$ cat src/rtl/lvds_frame_rx.sv
// lvds_frame_rx: word-framing receiver for a 4-lane LVDS bus.
// Assembles one nibble per clk into 16-bit words, hunts for SYNC_WORD, then
// frames FRAME_WORDS payload words between sync slots and tracks sync health.
// Ports:
//   clk       forwarded LVDS clock, rising-edge sampling
//   rst       synchronous active-high reset
//   lvds_in   lane samples, one nibble per clk
//   out_data  payload word, first nibble in [15:12]
//   out_valid one-cycle strobe for out_data
//   out_sof   first payload word after a sync slot
//   locked    framing locked (status LED)
//   sync_err  one-cycle pulse per missed sync
//   err_cnt   saturating missed-sync count, cleared only by rst
module lvds_frame_rx #(
    parameter logic [15:0] SYNC_WORD   = 16'hA5C3,
    parameter int unsigned FRAME_WORDS = 64,
    parameter int unsigned MISS_LIMIT  = 2
) (
    input  logic        clk,
    input  logic        rst,
    input  logic [3:0]  lvds_in,
    output logic [15:0] out_data,
    output logic        out_valid,
    output logic        out_sof,
    output logic        locked,
    output logic        sync_err,
    output logic [7:0]  err_cnt
);

    localparam int unsigned POS_W = $clog2(FRAME_WORDS + 1);

    typedef enum logic {
        HUNT   = 1'b0,
        LOCKED = 1'b1
    } state_t;

    state_t           state, state_nxt;
    logic [11:0]      sr;
    logic [1:0]       nib_cnt, nib_cnt_nxt;
    logic [POS_W-1:0] pos, pos_nxt;
    logic [3:0]       miss_cnt, miss_cnt_nxt;
    logic             first_word, first_word_nxt;
    logic [15:0]      out_data_nxt;
    logic             out_valid_nxt, out_sof_nxt, sync_err_nxt, locked_nxt;
    logic [7:0]       err_cnt_nxt;

    // Shared decode: candidate word spans the current nibble and the previous three
    logic [15:0] cand_c;
    logic        sync_hit_c, word_done_c, sync_slot_c, drop_c;
    logic [3:0]  miss_inc_c;

    assign cand_c      = {sr, lvds_in};
    assign sync_hit_c  = (cand_c == SYNC_WORD);
    assign word_done_c = (state == LOCKED) && (nib_cnt == 2'd3);
    assign sync_slot_c = (pos == POS_W'(FRAME_WORDS));
    assign miss_inc_c  = miss_cnt + 4'd1;
    assign drop_c      = word_done_c && sync_slot_c && !sync_hit_c
                         && (miss_inc_c == 4'(MISS_LIMIT));

    // State and datapath registers
    always_ff @(posedge clk) begin
        if (rst) begin
            state      <= HUNT;
            sr         <= 12'd0;
            nib_cnt    <= 2'd0;
            pos        <= '0;
            miss_cnt   <= 4'd0;
            first_word <= 1'b0;
            out_data   <= 16'd0;
            out_valid  <= 1'b0;
            out_sof    <= 1'b0;
            locked     <= 1'b0;
            sync_err   <= 1'b0;
            err_cnt    <= 8'd0;
        end else begin
            state      <= state_nxt;
            sr         <= {sr[7:0], lvds_in};
            nib_cnt    <= nib_cnt_nxt;
            pos        <= pos_nxt;
            miss_cnt   <= miss_cnt_nxt;
            first_word <= first_word_nxt;
            out_data   <= out_data_nxt;
            out_valid  <= out_valid_nxt;
            out_sof    <= out_sof_nxt;
            locked     <= locked_nxt;
            sync_err   <= sync_err_nxt;
            err_cnt    <= err_cnt_nxt;
        end
    end

    // Next-state logic
    always_comb begin
        state_nxt = state;
        case (state)
            HUNT:    if (sync_hit_c) state_nxt = LOCKED;
            LOCKED:  if (drop_c)     state_nxt = HUNT;
            default: state_nxt = HUNT;
        endcase
    end

    // Output and counter next values
    always_comb begin
        nib_cnt_nxt    = nib_cnt;
        pos_nxt        = pos;
        miss_cnt_nxt   = miss_cnt;
        first_word_nxt = first_word;
        out_data_nxt   = out_data;
        out_valid_nxt  = 1'b0;
        out_sof_nxt    = 1'b0;
        sync_err_nxt   = 1'b0;
        err_cnt_nxt    = err_cnt;
        locked_nxt     = (state_nxt == LOCKED);

        case (state)
            HUNT: begin
                if (sync_hit_c) begin
                    nib_cnt_nxt    = 2'd0;
                    pos_nxt        = '0;
                    miss_cnt_nxt   = 4'd0;
                    first_word_nxt = 1'b1;
                end
            end
            LOCKED: begin
                nib_cnt_nxt = nib_cnt + 2'd1;
                if (word_done_c) begin
                    pos_nxt = sync_slot_c ? '0 : pos + POS_W'(1);
                    if (!sync_slot_c) begin
                        // Payload slot: positional only, a sync-valued word is data
                        out_data_nxt   = cand_c;
                        out_valid_nxt  = 1'b1;
                        out_sof_nxt    = first_word;
                        first_word_nxt = 1'b0;
                    end else if (sync_hit_c) begin
                        miss_cnt_nxt   = 4'd0;
                        first_word_nxt = 1'b1;
                    end else begin
                        // Missed sync: keep framing unless the miss limit is hit
                        sync_err_nxt   = 1'b1;
                        if (err_cnt != 8'hFF) err_cnt_nxt = err_cnt + 8'd1;
                        miss_cnt_nxt   = drop_c ? 4'd0 : miss_inc_c;
                        first_word_nxt = 1'b1;
                    end
                end
            end
            default: ;
        endcase
    end

endmodule

$ cat config.mk
export PLATFORM = sky130hd
export DESIGN_NAME = lvds_frame_rx
export DESIGN_NICKNAME = d
export VERILOG_FILES = /design/src/rtl/lvds_frame_rx.sv
export SDC_FILE = /design/constraint.sdc
export NUM_CORES = 1
export LEC_CHECK = 0
export BUFFER_PORTS_ARGS = -buffer_cell sky130_fd_sc_hd__buf_2
export CORE_UTILIZATION = 41
export CTS_BUF_LIST = sky130_fd_sc_hd__clkbuf_8 sky130_fd_sc_hd__clkbuf_16
export DETAILED_ROUTE_END_ITERATION = 8
export GPL_TIMING_DRIVEN = 0
export SLEW_MARGIN = 20
export SYNTH_ARGS = -nofsm -noshare
export SYNTH_HDL_FRONTEND = slang
export SYNTH_SLANG_ARGS = --single-unit
$ cat constraint.sdc
create_clock -name clk -period 4.25 [get_ports clk]
set_clock_uncertainty 0.2 [all_clocks]
set_input_delay 0.6375 -clock clk [delete_from_list [all_inputs] [get_ports clk]]
set_output_delay 0.6375 -clock clk [all_outputs]
set_load 0.005 [all_outputs]
* Word level (Yosys, flattened, before mapping)
Cells that the tools add are included.
Operators by class: multiplexer cells 21, bitwise gates (word level) 4, equality and inequality tests 8, $add $sub $neg 4, reductions and logical operators 12
Operator list (number):
- $mux W7 | 3
- $mux W4 | 5
- $eq A16 B16 Y1 const B | 1
- $pmux W7 S2 | 1
- $add A8 B1 Y8 const B | 1
- $ne A8 B8 Y1 const B | 1
- $pmux W4 S2 | 1
- $reduce_or A4 Y1 | 2
- $add A7 B1 Y7 const B | 1
- $eq A7 B7 Y1 const B | 1
- $mux W1 | 7
- $reduce_and A3 Y1 | 2
- $reduce_and A5 Y1 | 1
- $add A4 B1 Y4 const B | 1
- $eq A4 B2 Y1 const B | 1
- $logic_and A1 B1 Y1 | 4
- $ne A2 B1 Y1 const B | 2
- $not A1 Y1 | 4
- $pmux W1 S2 | 2
- $pmux W2 S2 | 1
- $reduce_or A3 Y1 | 1
- $add A2 B1 Y2 const B | 1
- $eq A2 B2 Y1 const B | 1
- $mux W2 | 1
- 3 further kinds | 3
Storage, ports and cells: bits of input ports 6, logic and storage cells 60, output and inout bits 28, register bits 54

* Logic depth before layout (Yosys ltp)
Gate-level depths: netlist of the first run.
depth in word-level cells 10, mapped depth 7, gate-level depth less buffers 6

* Least setup slack after synthesis of the first run
Ideal clock, no wire load.
path kind in2reg, from input lvds_in[2], to register miss_cnt[2], stages on the path 5, library setup time 0.142 ns, arrival 1.665 ns, path buffers 1, required time 3.908 ns, slack 2.244 ns, cells stage by stage nor4_1 nand4_1 clkbuf_1 o2111ai_1 o311ai_0
Between the ends: word-level cells in the longest chain between the ends 9, elaborated cells between the ends (all ways) 11, classes of those cells eq/ne (2); mux (5); reduce/logical (4)
RTL lines:
- from (decl) | RTL line 21 | input logic [3:0] lvds_in,
- $eq A16 B16 Y1 (*) | RTL line 53 | assign sync_hit_c = (cand_c == SYNC_WORD);
- $logic_not A1 Y1 | RTL line 57 | assign drop_c = word_done_c && sync_slot_c && !sync_hit_c
- $logic_and A1 B1 Y1 | RTL line 57
- $logic_and A1 B1 Y1 | RTL line 58 | && (miss_inc_c == 4'(MISS_LIMIT));
- $mux W4 | RTL line 140 | miss_cnt_nxt = drop_c ? 4'd0 : miss_inc_c;
- $mux W4 | RTL line 133 | end else if (sync_hit_c) begin
- $mux W4 | RTL line 127 | if (!sync_slot_c) begin
- $mux W4 | RTL line 125 | if (word_done_c) begin
- $pmux W4 S2 | RTL line 114 | case (state)
- to (signal assigned) | RTL line 80 | miss_cnt <= miss_cnt_nxt;
- to (decl) | RTL line 41 | logic [3:0] miss_cnt, miss_cnt_nxt;
Mark *: on every way between the ends. The rest lies on a longest branch, timed or not. The select of a mux whose other input is x is not followed. A chain may end at the register's enable or synchronous reset.

* Final worst setup path of the first run
Same ends and word-level chain as after synthesis.

==> results of run 1 <==
==> kinds of logic (layout without fill, tap and decap cells) <==
logic type / Yosys count / after routing
AND/OR/NAND/NOR: 89 / 89
flip-flops: 54 / 54
AO/OA/AOI/OAI: 46 / 46
multiplexers: 18 / 18
buffers and inverters: 18 / 58
adder cells (fa/ha/maj): 6 / 6
XOR/XNOR: 1 / 1
==> layout make-up <==
cell class | instances | share of cell area
repair buffers | 33 | 0.0632
flip-flops and latches | 54 | 0.414
clock inverters | 2 | 0.00527
inverters | 6 | 0.00862
multi-input cells | 160 | 0.430
clock buffers | 5 | 0.0263
well taps | 70 | 0.0335
plain buffers | 12 | 0.0192
==> flip-flops by register name, summed over array words and instances (netlist names) <==
| register | flops |
|---|---|
| out_sof | 1 |
| state | 1 |
| nib_cnt | 2 |
| out_valid | 1 |
| sync_err | 1 |
| out_data | 16 |
| first_word | 1 |
| miss_cnt | 4 |
| err_cnt | 8 |
| sr | 12 |
| pos | 7 |
==> layout by cell type (no fill, tap or decap), types with 2 or more instances in the layout <==
master / count
mux2i_1: 17
clkbuf_8: 5
inv_1: 5
nand4b_1: 2
a41oi_1: 2
and3_1: 6
nor2_1: 21
a311oi_1: 4
nand2b_1: 4
dfxtp_1: 54
o211ai_1: 3
ha_1: 6
a21oi_1: 12
nand3b_1: 4
clkbuf_1: 8
buf_2: 37
nand4_1: 3
o31ai_1: 6
nor2b_1: 15
nand3_1: 8
or4_1: 5
and4b_1: 2
nor4b_1: 2
and4_1: 3
o21ai_0: 3
o2111ai_1: 3
nand2_1: 9
==> through the flow <==
step / cell area, um^2 / hold slack (ns) / power [mW] / utilization / setup WS (ns)
6_report: 2610 / 0.265 / 0.812 / 0.499 / 2.10
5_1_grt: 2610 / 0.295 / 0.850 / 0.499 / 1.95
4_1_cts: 2610 / 0.270 / 0.822 / 0.499 / 2.09
3_5_place_dp: 2530 / 0.248 / 0.545 / 0.483 / 1.82
3_3_place_gp: 2530 / 0.241 / 0.545 / 0.483 / 1.82
2_1_floorplan: 2280 / 0.233 / 0.535 / - / 2.24
==> worst register-to-register path, delay by kind of cell (launching register included) <==
| kind | cells | cell delay (ns) |
|---|---|---|
| flops | 1 | 0.39 |
| simple gates | 3 | 0.60 |
| compound gates | 1 | 0.16 |
| fa+ha+maj | 1 | 0.21 |
| buf+inv | 2 | 0.49 |
==> per-layer routing <==
layer,vias up,GRT usage,share of wire
met3,2,0.0431,0.029
met4,0,0.0462,0.0040
li1,937,-,-
met2,27,0.291,0.47
met1,841,0.236,0.50
met5,-,0,0
==> power by group through the flow <==
stage | Clock (mW) | Combinational (mW) | Sequential, mW
2_1_floorplan | 0 | 0.0112 | 0.524
3_3_place_gp | 0 | 0.0196 | 0.526
3_5_place_dp | 0 | 0.0198 | 0.526
4_1_cts | 0.289 | 0.0198 | 0.514
5_1_grt | 0.313 | 0.0219 | 0.515
6_report | 0.279 | 0.0191 | 0.513
==> worst max path at each step <==
stage | from | end | slack, ns | cells after the start
after floorplan | lvds_in[2] | miss_cnt[2] | 2.24 | 5
after global placement | lvds_in[2] | miss_cnt[2] | 1.82 | 6
after detailed placement | lvds_in[2] | miss_cnt[2] | 1.82 | 6
after CTS | pos[0] | pos[2] | 2.09 | 7
after global routing | pos[0] | pos[2] | 1.95 | 7
final | lvds_in[2] | miss_cnt[2] | 2.10 | 6
==> metrics.yaml, run 1 <==
outcome: "complete, no violations"
clock-root-buffer: "clkbuf_8"
avgSynthCellArea_um2: 9.82
reg2reg_from: "pos[0]"
fin_crit_sh: 0.506
place_inst: 335
placementRows: 26
synth_top_family_by_area: "simple AND/OR/NAND/NOR gates"
rsz0062_at_grt: "no"
post_drt_wl_per_cell_um: 14.0
power.leakage_nw: 0.995
synth_seq_cells: 54
critPathCaptureType: "flip-flop"
cts_resized: 0
synth.area.top_cells: "dfxtp_1 47%, mux2i_1 7.5%, nor2b_1 4.1%"
comb_power_share: 0.024
min_period_ns: 2.15
async_flop_share: 0
setup_viol: 0
seq_area_frac_synth: 0.475
hold_start: "first_word"
switching_share: 0.223
fin_nets: 284
cts_buffers: 5
timing.rr.end: "pos[2]"
postCtsSetupRepairBufs: 0
fin_setup_tns_ns: 0
fillers: 529
max_slew_margin: 0.655
cts_buffer_depth: 2
cp-start-kind: "input pin"
synth_edf_count: 0
grt_start_max_net_pins: 17
cp.required_ns: 4.23
clock.fmax_mhz: 465
synthAdderAreaFrac: 0.0330
antenna_found_initial: 0
synthFlopType: "dfxtp_1"
rrSetupSlack_ns: 2.13
synthToLayoutAreaGrowth_pct: 14.7
track_usage: 0.179
synth_mux_area_frac: 0.0797
cts.sinks: 54
yosys-top-cells-count: "54 x dfxtp_1, 21 x nor2_1, 17 x mux2i_1, 15 x nor2b_1, 12 x a21oi_1"
first_global_vias: 1735
internal-power_uw: 631
multi_input_area_um2: 1120
path_class: "in -> reg"
cpPeakStageDelay_ns: 0.36
die_x_um: 76.5
routed-via-count: 1807
crit_arrival_ns: 2.12
syn-num-nets: 244
routabilityCongestion: 0.763
yosysUniqueCellTypes: 47
synth_compound_area_frac: 0.147
power_density_nw_per_um2: 311
synth-warning-count: 0
cap_violations: 0
die_y_um: 76.5
core-area_um2: 5240
netlist_area_um2: 2280
drc: 0
post-synth-top-count-cell: "dfxtp_1"
worst_pin_slew_ns: 0.518
irDropWorstVdd_mv: 0.209
cpMaxStageDelayCell: "nor4_1"
clock_latency_ns: 0.30
firstDrtPassIters: 4
clkPwrFrac: 0.344
min_to: "first_word"
dieArea_um2: 5860
clkTransAtPathRegs_ns: 0.10
grt_pass1_wl_um: 8410
start_util: 0.435
globalRouteOverflowTotal: 0
holdPathStages: 1
r2r_cells: 7
hold_viol: 0
yosys.area_share.xor_xnor: 0.00385
pwr-share-seq: 0.633
power_switching_uw: 181
holdCritPathClass: "reg -> reg"
critPathTopFamily: "simple AND/OR/NAND/NOR gates"
slew_violations: 0
layout-drive-gt1-share: 0.184
cts_tree: "built"
synth_top_area_frac: 0.475
cts_hold_buf: 0
dpl.hpwl_um: 3420
path_max_fanout: 10
pin_count: 34
synthSimpleGateAreaFrac: 0.230
path_cells: "buf_2 -> nor4_1 -> nand4_1 -> clkbuf_1 -> o2111ai_1 -> o311ai_0"
antenna_cells: 0
regArea_um2: 1080
htree_num_levels: 2
wl_um: 4780
io_buffers: 33
synthCells: 232
drt_iter0_markers: 61
viasPerCell: 5.28
synth_area_leader_cell: "dfxtp_1"
drtAntennaViolNets: 0
fin_cells: 342
worst-path-buf-inv: 2
Note: power is estimated with default switching activity, not from simulation.
==> inputs of run 2 (changes only) <==
==> constraint.sdc (replaced) <==
create_clock -name clk -period 1.85 [get_ports clk]
set_clock_uncertainty 0.2 [all_clocks]
set_input_delay 0.2775 -clock clk [delete_from_list [all_inputs] [get_ports clk]]
set_output_delay 0.2775 -clock clk [all_outputs]
set_load 0.005 [all_outputs]
==> metrics.yaml, run 2 (same netlist as run 1, synthesis figures left out) <==
viasPerCell: 5.43  # was 5.28
crit_arrival_ns: 1.87  # was 2.12 ns
final_cell_mix: "38 x dfxtp_1, 33 x buf_2, 21 x nor2_1"  # was 54 x dfxtp_1, 37 x buf_2, 21 x nor2_1
start_util: 0.435  # unchanged
worst_pin_slew_ns: 0.586  # was 0.518 ns
globalRouteOverflowTotal: 0  # unchanged
synthToLayoutAreaGrowth_pct: 28.7  # was 14.7%
fin_cells: 356  # was 342
critPathTopFamily: "simple AND/OR/NAND/NOR gates"  # unchanged
cts_buffers: 5  # unchanged
wl_um: 5260  # was 4780 um
power.leakage_nw: 1.11  # was 0.995 nW
cpPeakStageDelay_ns: 0.52  # was 0.36 ns
htree_num_levels: 2  # unchanged
routed-via-count: 1932  # was 1807
clock.fmax_mhz: 548
dpl.hpwl_um: 3420  # unchanged
cap_violations: 0  # unchanged
holdPathStages: 2  # was 1
critPathCaptureType: "flip-flop"  # unchanged
power_density_nw_per_um2: 640  # was 311 nW/um^2
clock_latency_ns: 0.31  # was 0.30 ns
io_buffers: 33  # unchanged
cts_tree: "built"  # unchanged
grt_start_max_net_pins: 17  # unchanged
die_x_um: 76.5  # unchanged
worst-path-stages: 6  # unchanged
placementRows: 26  # unchanged
place_inst: 335  # unchanged
cp.required_ns: 1.90  # was 4.23 ns
path_cells: "inv_2 -> ha_4 -> and4b_2 -> nand2_4 -> or4_4 -> a21oi_2"  # was buf_2 -> nor4_1 -> nand4_1 -> clkbuf_1 -> o2111ai_1 -> o311ai_0
holdCritPathClass: "in -> reg"  # was reg -> reg
post_drt_wl_per_cell_um: 14.8  # was 14.0 um
cts_buffer_depth: 2  # unchanged
largest_register: "out_data"  # unchanged
layout_commonest_cell: "dfxtp_1"  # unchanged
clkTransAtPathRegs_ns: 0.10  # about the same
fin_setup_tns_ns: 0  # unchanged
path_max_fanout: 8  # was 10
firstDrtPassIters: 4  # unchanged
rsz0062_at_grt: "yes"  # was no
pin_count: 34  # unchanged
drt_iter0_markers: 105  # was 61
track_usage: 0.186  # was 0.179
drc: 0  # unchanged
drtAntennaViolNets: 0  # unchanged
die_y_um: 76.5  # unchanged
dpl_cell_area_um2: 2530  # unchanged
cpMaxStageDelayCell: "or4_4"  # was nor4_1
routabilityCongestion: 0.763  # unchanged
slew_violations: 0  # unchanged
fin_crit_sh: 0.987
cts.sinks: 54  # unchanged
grt_pass1_wl_um: 8730  # was 8410 um
dieArea_um2: 5860  # unchanged
min_period_ns: 1.83
worst-path-buf-inv: 1  # was 2
max_slew_margin: 0.609  # was 0.655
cp-start-kind: "flip-flop"  # was input pin
clock-root-buffer: "clkbuf_8"  # unchanged
hold_viol: 0  # unchanged
core-area_um2: 5240  # unchanged
largestRegisters: "out_data (16), sr (12), err_cnt (8)"  # unchanged
first_global_vias: 1817  # was 1735
layout-drive-gt1-share: 0.357  # was 0.184
r2r_cells: 6  # was 7
setup_viol: 0  # unchanged
largest_register_ff_count: 16  # unchanged
path_class: "reg -> reg"  # was in -> reg
outcome: "complete, no violations"  # unchanged
p_total_mw: 1.88  # was 812 uW
fin_nets: 298  # was 284
irDropWorstVdd_mv: 0.487  # was 0.209 mV
antenna_cells: 0  # unchanged
finalInstanceArea_um2: 2930  # was 2610 um^2
antenna_found_initial: 0  # unchanged
-- run 2: changes by cell type in the layout (fill, tap and decap cells not counted), sizes merged --
| cell | change |
|---|---|
| buf | +15 |
| clkbuf | -1 |
-- run 2: final timing paths --
| kind | slack (ns) | startpoint | to |
|---|---|---|---|
| worst max register to register | 0.02 | pos[1] | err_cnt[5] |
| worst min-delay path | 0.02 | lvds_in[0] | sr[0] |
| worst max-delay path | 0.02 | pos[1] | err_cnt[5] |
| worst min register to register | 0.27 | first_word | first_word |
-- run 2: where the power goes --
group / switching [mW] / total [mW] / internal, mW / leakage [nW]
registers: 0.0101 / 1.18 / 1.17 / 0.446
logic: 0.0316 / 0.0483 / 0.0168 / 0.622
clock network: 0.388 / 0.650 / 0.263 / 0.0444
total: 0.429 / 1.88 / 1.45 / 1.11
-- run 2: final cells by class --
| class | count | area, um^2 |
|---|---|---|
| plain buffers | 12 | 78.8 |
| clock buffers | 5 | 68.8 |
| clock inverters | 2 | 13.8 |
| fillers | 487 | 2310 |
| inverters | 6 | 22.5 |
| multi-input cells | 160 | 1280 |
| flip-flops and latches | 54 | 1110 |
| well taps | 70 | 87.6 |
| repair buffers | 47 | 270 |
-- run 2: worst register-to-register path, cell delays in order (launching register included) --
cell	delay (ns)
dfxtp_4	0.37
inv_2	0.06
ha_4	0.12
and4b_2	0.29
nand2_4	0.11
or4_4	0.52
a21oi_2	0.12
-- run 2: repair_timing --
item / CTS / global route
pin swaps: 6 / 18
endpoints found under the setup margin: 38 / 35
setup buffers: 8 / 6
resized for setup: 19 / 45
hold buffers: 0 / 0
-- run 2: per-stage QoR --
stage	hold slack (ns)	setup slack, ns	utilization
finish	0.0158	0.0239	0.560
global placement	0.241	-0.287	0.483
detailed placement	0.248	-0.291	0.483
CTS	0.0141	0.000742	0.521
floorplan	0.206	0.0191	-
global route	0.0262	-0.0347	0.560
-- run 2: metal layers --
layer,vias up,wire length [um],global-route usage
li1,958,-,-
met1,926,2480,0.239
met2,44,2550,0.312
met3,4,195,0.0359
met4,0,38,0.0577
met5,-,0,0
==> inputs of run 3 (changes only) <==
--- a/config.mk
+++ b/config.mk
@@ -6,10 +6,12 @@
 export NUM_CORES = 1
 export LEC_CHECK = 0
 export BUFFER_PORTS_ARGS = -buffer_cell sky130_fd_sc_hd__buf_2
-export CORE_UTILIZATION = 41
-export CTS_BUF_LIST = sky130_fd_sc_hd__clkbuf_8 sky130_fd_sc_hd__clkbuf_16
+export CELL_PAD_IN_SITES_DETAIL_PLACEMENT = 1
+export CELL_PAD_IN_SITES_GLOBAL_PLACEMENT = 1
+export CORE_UTILIZATION = 39
 export DETAILED_ROUTE_END_ITERATION = 8
 export GPL_TIMING_DRIVEN = 0
+export PLACE_DENSITY_LB_ADDON = 0.1
 export SLEW_MARGIN = 20
 export SYNTH_ARGS = -nofsm -noshare
 export SYNTH_HDL_FRONTEND = slang
==> metrics.yaml, run 3 (same netlist as run 1, synthesis figures left out) <==
crit_arrival_ns: 1.86  # was 1.87 ns
power.leakage_nw: 1.09  # was 1.11 nW
comb_power_share: 0.027  # was 0.026
setup_viol: 0  # unchanged
largestRegisters: "out_data (16), sr (12), err_cnt (8)"  # unchanged
wl_um: 5820  # was 5260 um
htree_num_levels: 2  # unchanged
synthToLayoutAreaGrowth_pct: 25.1  # was 28.7%
irDropWorstVdd_mv: 0.416  # was 0.487 mV
largest_register: "out_data"  # unchanged
cts.sinks: 54  # unchanged
clkPwrFrac: 0.358  # was 0.347
globalRouteOverflowTotal: 0  # unchanged
pin_count: 34  # unchanged
switching_share: 0.237  # was 0.229
grt_start_max_net_pins: 18  # was 17
drt_iter0_markers: 92  # was 105
start_util: 0.409  # was 0.435
holdCritPathClass: "in -> reg"  # unchanged
fillers: 649  # was 487
cts_buffer_depth: 2  # unchanged
preCtsSetupSlack_ns: -0.297  # was -0.291 ns
dieArea_um2: 6150  # was 5860 um^2
fin_cells: 356  # unchanged
worst_pin_slew_ns: 0.627  # was 0.586 ns
fin_setup_tns_ns: 0  # unchanged
grt_pass1_wl_um: 9400  # was 8730 um
io_buffers: 33  # unchanged
rsz0062_at_grt: "yes"  # unchanged
clock_latency_ns: 0.31  # about the same
min_period_ns: 1.81  # was 1.83 ns
cts_tree: "built"  # unchanged
internal-power_mw: 1.46  # was 1.45 mW
track_usage: 0.200  # was 0.186
fin_crit_sh: 0.978  # was 0.987
clock.fmax_mhz: 553  # was 548 MHz
cts_hold_buf: 0  # unchanged
routed-via-count: 1962  # was 1932
slew_violations: 0  # unchanged
firstDrtPassIters: 4  # unchanged
min_to: "sr[1]"  # was sr[0]
place_inst: 337  # was 335
clkTransAtPathRegs_ns: 0.10  # about the same
cp-start-kind: "flip-flop"  # unchanged
power_switching_uw: 456  # was 429 uW
post_drt_wl_per_cell_um: 16.3  # was 14.8 um
pwr-share-seq: 0.615  # was 0.628
timing.rr.end: "err_cnt[5]"  # unchanged
layout_commonest_cell: "dfxtp_1"  # unchanged
cp.required_ns: 1.90  # about the same
reg2reg_from: "pos[0]"  # was pos[1]
die_y_um: 78.4  # was 76.5 um
routabilityCongestion: 0.768  # was 0.763
largest_register_ff_count: 16  # unchanged
setup_ws_ns: 0.0412  # was 0.0239 ns
core-area_um2: 5570  # was 5240 um^2
first_global_vias: 1879  # was 1817
placementRows: 27  # was 26
hold_start: "lvds_in[1]"  # was lvds_in[0]
layout-drive-gt1-share: 0.317  # was 0.357
viasPerCell: 5.51  # was 5.43
antenna_found_initial: 0  # unchanged
rrSetupSlack_ns: 0.04  # was 0.02 ns
r2r_cells: 6  # unchanged
outcome: "complete, no violations"  # unchanged
clock-root-buffer: "clkbuf_8"  # unchanged
die_x_um: 78.4  # was 76.5 um
final_cell_mix: "44 x dfxtp_1, 33 x buf_2, 21 x nor2_1"  # was 38 x dfxtp_1, 33 x buf_2, 21 x nor2_1
power_density_nw_per_um2: 674  # was 640 nW/um^2
holdPathStages: 2  # unchanged
max_slew_margin: 0.582  # was 0.609
drc: 0  # unchanged
critPathCaptureType: "flip-flop"  # unchanged
fin_nets: 295  # was 298
cap_violations: 0  # unchanged
antenna_cells: 0  # unchanged
path_max_fanout: 8  # unchanged
cts_buffers: 5  # unchanged
hold_viol: 0  # unchanged
path_class: "reg -> reg"  # unchanged
dpl.hpwl_um: 3910  # was 3420 um
drtAntennaViolNets: 0  # unchanged
-- run 3: worst max-delay path by stage --
| stage | startpoint | end | slack (ns) |
|---|---|---|---|
| 6_report | pos[0] | err_cnt[5] | 0.04 |
| 5_1_grt | pos[3] | pos[5] | -0.03 |
| 4_1_cts | sr[5] | pos[5] | -0.01 |
| 3_5_place_dp | pos[0] | pos[2] | -0.30 |
| 3_3_place_gp | lvds_in[2] | pos[6] | -0.29 |
| 2_1_floorplan | pos[2] | err_cnt[0] | 0.02 |
-- run 3: repair_timing --
item                                   in CTS  in global routing
resized for setup                          26                 18
endpoints found under the hold margin       0                  0
pin swaps                                  11                  6
setup buffers                              10                  1
setup endpoints to repair                  37                 35
-- run 3: power by group through the flow --
stage | clock, mW | sequential [mW] | combinational [mW]
5_1_grt | 0.748 | 1.18 | 0.0580
3_3_place_gp | 0 | 1.21 | 0.0474
6_report | 0.687 | 1.18 | 0.0522
3_5_place_dp | 0 | 1.21 | 0.0479
2_1_floorplan | 0 | 1.20 | 0.0257
4_1_cts | 0.711 | 1.18 | 0.0498
-- run 3: final cells by class --
class	count	area, um^2	share of cell area
Buffer	12	76.3	0.0268
Multi-Input combinational cell	160	1230	0.431
Clock inverter	2	17.5	0.00615
Inverter	6	22.5	0.00791
Timing Repair Buffer	44	248	0.0870
Tap cell	72	90.1	0.0316
Clock buffer	6	72.6	0.0255
Sequential cell	54	1090	0.384
-- run 3: worst max-delay path: stages, from the launching register on --
cell     delay, ns
dfxtp_2       0.34
inv_2         0.07
ha_4          0.13
and4b_2       0.27
nand2_4       0.10
or4_4         0.50
a21oi_2       0.14
-- run 3: metal layers --
layer	GRT usage	vias to the layer above	part of all wire
met4	0.0630	0	0.012
li1	-	953	-
met5	0	-	0
met1	0.266	978	0.49
met3	0.0419	5	0.024
met2	0.324	26	0.48
-- run 3: stage by stage --
stage                     hold WS [ns]   util  instance area, um^2  total power, mW
final                           0.0123  0.511                 2850             1.92
after CTS                      0.00522  0.496                 2770             1.94
after global routing            0.0238  0.511                 2850             1.99
after detailed placement         0.250  0.454                 2530             1.26
after global placement           0.243  0.454                 2530             1.26
after floorplan                  0.206      -                 2280             1.23
